## src/rtl/load_input_unit.sv

```systemverilog
// Load input unit: requests a block of words from a DMA read channel
// and streams the returned beats into a BRAM write port.
//
// Ports:
//   clk, rst            clock, synchronous active-low reset
//   conf_regs           [31:0] source word index, [95:64] length in words
//   start               one-cycle load request (honoured only when idle)
//   read_ctrl_*         DMA read request {size, length, index}
//   read_chnl_*         DMA read data beats
//   out_wr_en/addr/data BRAM write port, one cycle after each beat
//   done, busy          completion pulse, non-idle indicator
module load_input_unit #(
    parameter int ADDR_WIDTH     = 5,
    parameter int DMA_DATA_WIDTH = 32
) (
    input  logic                      clk,
    input  logic                      rst,
    input  logic [95:0]               conf_regs,
    input  logic                      start,
    output logic                      read_ctrl_valid,
    input  logic                      read_ctrl_ready,
    output logic [66:0]               read_ctrl_data,
    input  logic                      read_chnl_valid,
    output logic                      read_chnl_ready,
    input  logic [DMA_DATA_WIDTH-1:0] read_chnl_data,
    output logic                      out_wr_en,
    output logic [ADDR_WIDTH-1:0]     out_addr,
    output logic [DMA_DATA_WIDTH-1:0] out_data,
    output logic                      done,
    output logic                      busy
);

    typedef enum logic [1:0] {
        IDLE,
        SND_RD_REQ,
        RD_DATA,
        FINISH
    } state_t;

    state_t                state;
    state_t                state_nxt;
    logic [31:0]           idx_q;
    logic [31:0]           len_q;
    logic [31:0]           cnt_q;
    logic [ADDR_WIDTH-1:0] addr_q;
    logic                  beat;
    logic                  unused_conf;

    assign unused_conf = ^conf_regs[63:32];
    assign beat        = read_chnl_valid & read_chnl_ready;

    always_comb begin
        state_nxt       = state;
        read_ctrl_valid = 1'b0;
        read_ctrl_data  = '0;
        read_chnl_ready = 1'b0;
        done            = 1'b0;
        busy            = 1'b1;
        unique case (state)
            IDLE: begin
                busy = 1'b0;
                if (start) begin
                    // A zero-length load skips the DMA entirely.
                    if (conf_regs[95:64] != 32'd0)
                        state_nxt = SND_RD_REQ;
                    else
                        state_nxt = FINISH;
                end
            end
            SND_RD_REQ: begin
                read_ctrl_valid = 1'b1;
                read_ctrl_data  = {3'b001, len_q, idx_q};
                if (read_ctrl_ready)
                    state_nxt = RD_DATA;
            end
            RD_DATA: begin
                read_chnl_ready = 1'b1;
                if (read_chnl_valid && (cnt_q == len_q - 32'd1))
                    state_nxt = FINISH;
            end
            FINISH: begin
                done      = 1'b1;
                state_nxt = IDLE;
            end
            default: state_nxt = IDLE;
        endcase
    end

    always_ff @(posedge clk) begin
        if (!rst) begin
            state     <= IDLE;
            idx_q     <= '0;
            len_q     <= '0;
            cnt_q     <= '0;
            addr_q    <= '0;
            out_wr_en <= 1'b0;
            out_addr  <= '0;
            out_data  <= '0;
        end else begin
            state     <= state_nxt;
            out_wr_en <= beat;
            if ((state == IDLE) && start) begin
                idx_q  <= conf_regs[31:0];
                len_q  <= conf_regs[95:64];
                cnt_q  <= '0;
                addr_q <= '0;
            end
            // Write address wraps silently at the BRAM depth.
            if (beat) begin
                out_addr <= addr_q;
                out_data <= read_chnl_data;
                addr_q   <= addr_q + 1'b1;
                cnt_q    <= cnt_q + 32'd1;
            end
        end
    end

endmodule

```

## config.mk

```make
export PLATFORM = sky130hd
export DESIGN_NAME = load_input_unit
export DESIGN_NICKNAME = d
export VERILOG_FILES = /design/src/rtl/load_input_unit.sv
export SDC_FILE = /design/constraint.sdc
export NUM_CORES = 1
export LEC_CHECK = 0
export ABC_AREA = 1
export BUFFER_PORTS_ARGS = -buffer_cell sky130_fd_sc_hd__buf_2
export CORE_UTILIZATION = 47
export DETAILED_ROUTE_END_ITERATION = 16
export PLACE_DENSITY = 0.89
export SYNTH_ARGS = -nofsm -noshare
export SYNTH_HDL_FRONTEND = slang
export SYNTH_SLANG_ARGS = --single-unit
```

## constraint.sdc

```tcl
create_clock -name clk -period 2.11 [get_ports clk]
set_clock_uncertainty 0.15 [all_clocks]
set_input_delay 0.422 -clock clk [delete_from_list [all_inputs] [get_ports clk]]
set_output_delay 0.422 -clock clk [all_outputs]
set_load 0.03 [all_outputs]
```

; After elaboration in Yosys (flattened, before gate mapping)
; Cells that the tools add are included.
[totals]
reg_bits = 141
out_inout_bits = 109
input_bits = 133
[classes]
n_eq_ne = 7
muxes = 14
n_reduce_logical = 6
add_sub_neg = 3
bitwise_logic = 1
[ops]
columns = operator, count
row1 = 65-bit two-way mux, 1
row2 = 32-bit two-way mux, 2
row3 = 32-bit by 1-bit adder with 32-bit output (second input constant), 1
row4 = 32-bit equality test, 1
row5 = 32-bit nonzero test, 1
row6 = 32-bit by 1-bit subtractor with 32-bit output (second input constant), 1
row7 = 5-bit two-way mux, 2
row8 = 2-bit two-way mux, 4
row9 = 2-bit one-hot mux with 4 select lines, 1
row10 = 2-bit != test (second input constant), 3
row11 = 5-bit by 1-bit adder with 5-bit output (second input constant), 1
row12 = 2-bit equality test (second input constant), 2
row13 = 1-bit two-way mux, 4
row14 = 3-bit AND reduction, 1
row15 = 2-bit by 1-bit equality test with 1-bit output (second input constant), 1
row16 = 1-bit logical AND, 2
row17 = 2-bit zero test, 1
row18 = 2-bit nonzero test, 1
row19 = 1-bit bitwise AND, 1

; Logic depth before layout (Yosys ltp)
[logic_depth]
word_depth = 5
ltp_mapped = 19
depth_no_buf = 19

; Least setup slack after synthesis
; No wires, ideal clock.
[synth_timing]
kind = reg-to-reg
startpoint = reg state[0]
endpoint = reg cnt_q[26]
synth_period_minus_slack_ns = 2.431
required_ns = 1.894
t_arrival_ns = 2.215
stages_incl_launch_ff = 17
setup_time_ns = 0.066
path_slack_ns = -0.321
path_cell_list = dfxtp_1 > inv_1 > ha_1 > nand2_2 > nor2_2 > nand2_1 > nor2_2 > nand2_2 > nor2_4 > nand3_4 > nor2_8 > nand2_4 > nor2_4 > nand2_2 > nor2_2 > nand2_1 > a21oi_2
[synth_between]
elab_chain_cells = 4
[synth_lines]
columns = element, line_no
row1 = "start, declared", 40  ; state_t state;
row2 = "start signal, assigned", 100  ; state <= state_nxt;
row3 = 2-bit equality test (*), 59  ; unique case (state)
row4 = 1-bit two-way mux (*), 59
row5 = named net read_chnl_ready, 24  ; output logic read_chnl_ready,
row6 = 1-bit bitwise AND (*), 50  ; assign beat = read_chnl_valid & read_chnl_ready;
row7 = 32-bit two-way mux / 2-bit nonzero test (equally long branches), n/a
row8 = "end signal, assigned", 113  ; cnt_q <= cnt_q + 32'd1;
row9 = "end, declared", 44  ; logic [31:0] cnt_q;
; The timed path passes the listed nets; every way through them passes the cells marked *.
; A chain may end at the register's enable or synchronous reset.

; Final worst setup path
[layout_timing]
startpoint = reg state[0]
endpoint = reg cnt_q[26]
[layout_between]
elab_chain_cells = 4
[layout_lines]
columns = element, line_no
row1 = 2-bit equality test, 59
row2 = 1-bit two-way mux, 59
row3 = 1-bit bitwise AND, 50
row4 = 32-bit two-way mux / 2-bit nonzero test (equally long branches), n/a
; Parallel ways exist; a longest one is shown, timed or not.

==> reports/results.ini <==
[status]
status=finished with violations
violations=negative setup slack

[power_and_ir_drop]
peakVddDrop_v=0.000811
switching_share=0.442
p_int_mw=7.50
clkPwrFrac=0.221
power_switching_mw=5.94
leakagePower_nw=6.11
finalPower_mw=13.4
p_per_area_mw_per_mm2=1160
comb_power_share=0.508
seqPwrFrac=0.271

[final_layout]
layout_common_cells=nor2_1 (219), nand2_1 (158), buf_2 (140)
layout_commonest_cell=nor2_1
finalInstanceArea_mm2=0.0116
utilization=0.751
fin_nets=1614
syn2layout_area_growth_pct=54.1
drive_gt1_frac=0.398
antennaDiodeCount=0
fillers=987
final_cells=1697

[sta]
max-slew-margin-rel=0.620
period_minus_slack_ns=2.50
hold_violations=0
setup_viol=82
setup_tns_ns=-11.58
fin_crit_sh=1.18
layout_setup_ws_ns=-0.389
tightest_slew_ns=0.565
slew_viol_final=0
rsz0062_at_grt=true
fmax_mhz=400

[global_route]
grt_use_total=0.298
grt_pass1_vias=8372
grt_max_degree=65
overflow=0
antenna_found_initial=0
grt_pass1_wl_um=38900

[detailed_routing]
drt_wl_total_um=30200
drc=0
top_layer_used=met4
drt_iter0_markers=849
wl_met3_um=3080
viasPerCell=5.61
first_pass_iters=5
antenna_left=0
num_vias=9514
wl_met1_um=10600
dr_wl_met2_um=14800
avgRoutedWirePerCell_um=17.8

[yosys]
avgSynthCellArea_um2=6.44
synth-edff-count=0
ys_seq_elements=141
ys_seq_area_frac=0.375
synth_mux_area_frac=0
synth_compound_area_frac=0.153
synthSimpleGateAreaFrac=0.321
async_reset_ff_frac=0
synth_warnings=0
synth_xor_area_frac=0.0286
ys.flop_type=dfxtp_1
yosys.area_share.adder=0.0133
synth_cell_types=45
postSynthCellCount=1168
syn_area_mm2=0.00752
synth_top_family_by_area=simple AND/OR/NAND/NOR gates

[worst_hold_path]
hold_start=conf_regs[25]
hold_end=idx_q[25]
hp-class=input port to flip-flop
min_path_cells=3

[setup_path]
worst_r2r_endpoint=cnt_q[26]
critPathMaxFanout=3
reg2reg_from=state[0]
crit_arrival_ns=2.70
worst-path-buf-inv=1
crit_family=simple AND/OR/NAND/NOR gates
crit_cells=16
cp-end-kind=flip-flop
crit_required_ns=2.31
critPathKind=flip-flop to flip-flop
slowest_delay_ns=0.33
r2r_slack_ns=-0.39
cp_common_cell=nor2_4
critPathSlowestCell=dfxtp_2
reg2reg_depth=16
crit_path_start=state[0]
path_cells=inv_2 > ha_4 > nand2_4 > nor2_4 > nand2_2 > nor2_4 > nand2_4 > nor2_4 > nand3_4 > nor2_8 > nand2_4 > nor2_4 > nand2_2 > nor2_4 > nand2_2 > a21oi_2
cp-start-kind=flip-flop

[job]
maxCapViolations=0

[floorplan]
die_area_mm2=0.0165
die_w_um=128
core-area_mm2=0.0154
num_rows=45
initial_utilization=0.487
ios=242
die_h_um=128

[cts]
hold_buffers=0
cts-root-buf=clkbuf_16
cts_tree=yes
cts_max_level=4
ctsLongestPathBuffers=2
clkTransAtPathRegs_ns=0.06
cts_sinks=141
cts_buffers=17
clk_latency_ns=0.43

[placement]
dp.cells=1617
dpl_cell_area_mm2=0.00931
hpwl_um=16000
gp_congestion=0.952
io_buffers=207

-- flip-flops by register name (all words and copies together), names as in the netlist --
| register | count |
|---|---|
| out_addr | 5 |
| out_wr_en | 1 |
| cnt_q | 32 |
| state | 2 |
| len_q | 32 |
| addr_q | 5 |
| out_data | 32 |
| idx_q | 32 |
-- cells in the mapped netlist, types with 3 or more instances --
library cell	number	area share
nand2_1	240	0.12
nor2_1	235	0.12
inv_1	162	0.081
dfxtp_1	141	0.38
o21ai_0	126	0.084
a21oi_1	57	0.038
clkbuf_1	42	0.021
nand3_1	35	0.023
nand4_1	12	0.010
xnor2_1	12	0.014
nor4_1	10	0.0083
xor2_1	10	0.012
a211oi_1	9	0.0090
ha_1	8	0.013
nand3b_1	8	0.0080
nor2_2	8	0.0067
nor3_1	5	0.0033
buf_1	4	0.0020
nand2_2	4	0.0033
nor2_4	4	0.0060
a221oi_1	3	0.0035
a32o_1	3	0.0040
buf_4	3	0.0030
-- through the flow --
stage                     worst slack, ns  hold slack, ns
after global routing               -0.602          0.0916
after floorplan                   -0.0192           0.281
final                              -0.389          0.0953
after CTS                          -0.113          0.0858
after global placement             -0.142           0.298
after detailed placement           -0.174           0.298
-- routing by layer --
layer | vias up | track usage
li1 | 4302 | -
met3 | 175 | 0.0682
met5 | - | 0
met4 | 0 | 0.138
met1 | 4370 | 0.334
met2 | 667 | 0.535
-- how the worst max path moves through the flow --
stage	to	slack (ns)
6_report	cnt_q[26]	-0.39
5_1_grt	state[0]	-0.60
4_1_cts	read_ctrl_data[8]	-0.11
3_5_place_dp	state[1]	-0.17
3_3_place_gp	state[1]	-0.14
2_1_floorplan	read_ctrl_data[0]	-0.02
-- worst min-delay path, cell delays in order --
cell and delay (ns):
buf_2 0.07, o21ai_0 0.07, nor2_1 0.08
-- power by group through the flow --
stage	logic [mW]	registers, mW	clock network, mW
global route	7.28	3.70	3.11
finish	6.82	3.65	2.97
CTS	5.58	3.50	2.94
global placement	4.71	3.50	0
detailed placement	4.81	3.53	0
floorplan	2.93	3.70	0
-- cell families after synthesis --
logic type | Yosys count
AND/OR/NAND/NOR | 569
flip-flops | 141
XOR/XNOR | 23
AO/OA/AOI/OAI | 211
buffers and inverters | 215
adder cells (fa/ha/maj) | 8
other | 1
-- area by class of cell --
type | instances | area, um^2 | share of cell area
Clock buffer | 19 | 443 | 0.0382
Clock inverter | 13 | 129 | 0.0111
Multi-Input combinational cell | 813 | 4620 | 0.399
Inverter | 165 | 636 | 0.0549
Timing Repair Buffer | 335 | 2650 | 0.229
Sequential cell | 141 | 2840 | 0.245
Tap cell | 211 | 264 | 0.0228
-- timing repair --
action | in CTS | in global routing
gates resized for setup | 199 | 230
buffers inserted | 22 | 23
cloned | 2 | 5
pin swaps | 24 | 81
setup endpoints to repair | 74 | 90
Note: power is estimated with default switching activity, not from simulation.
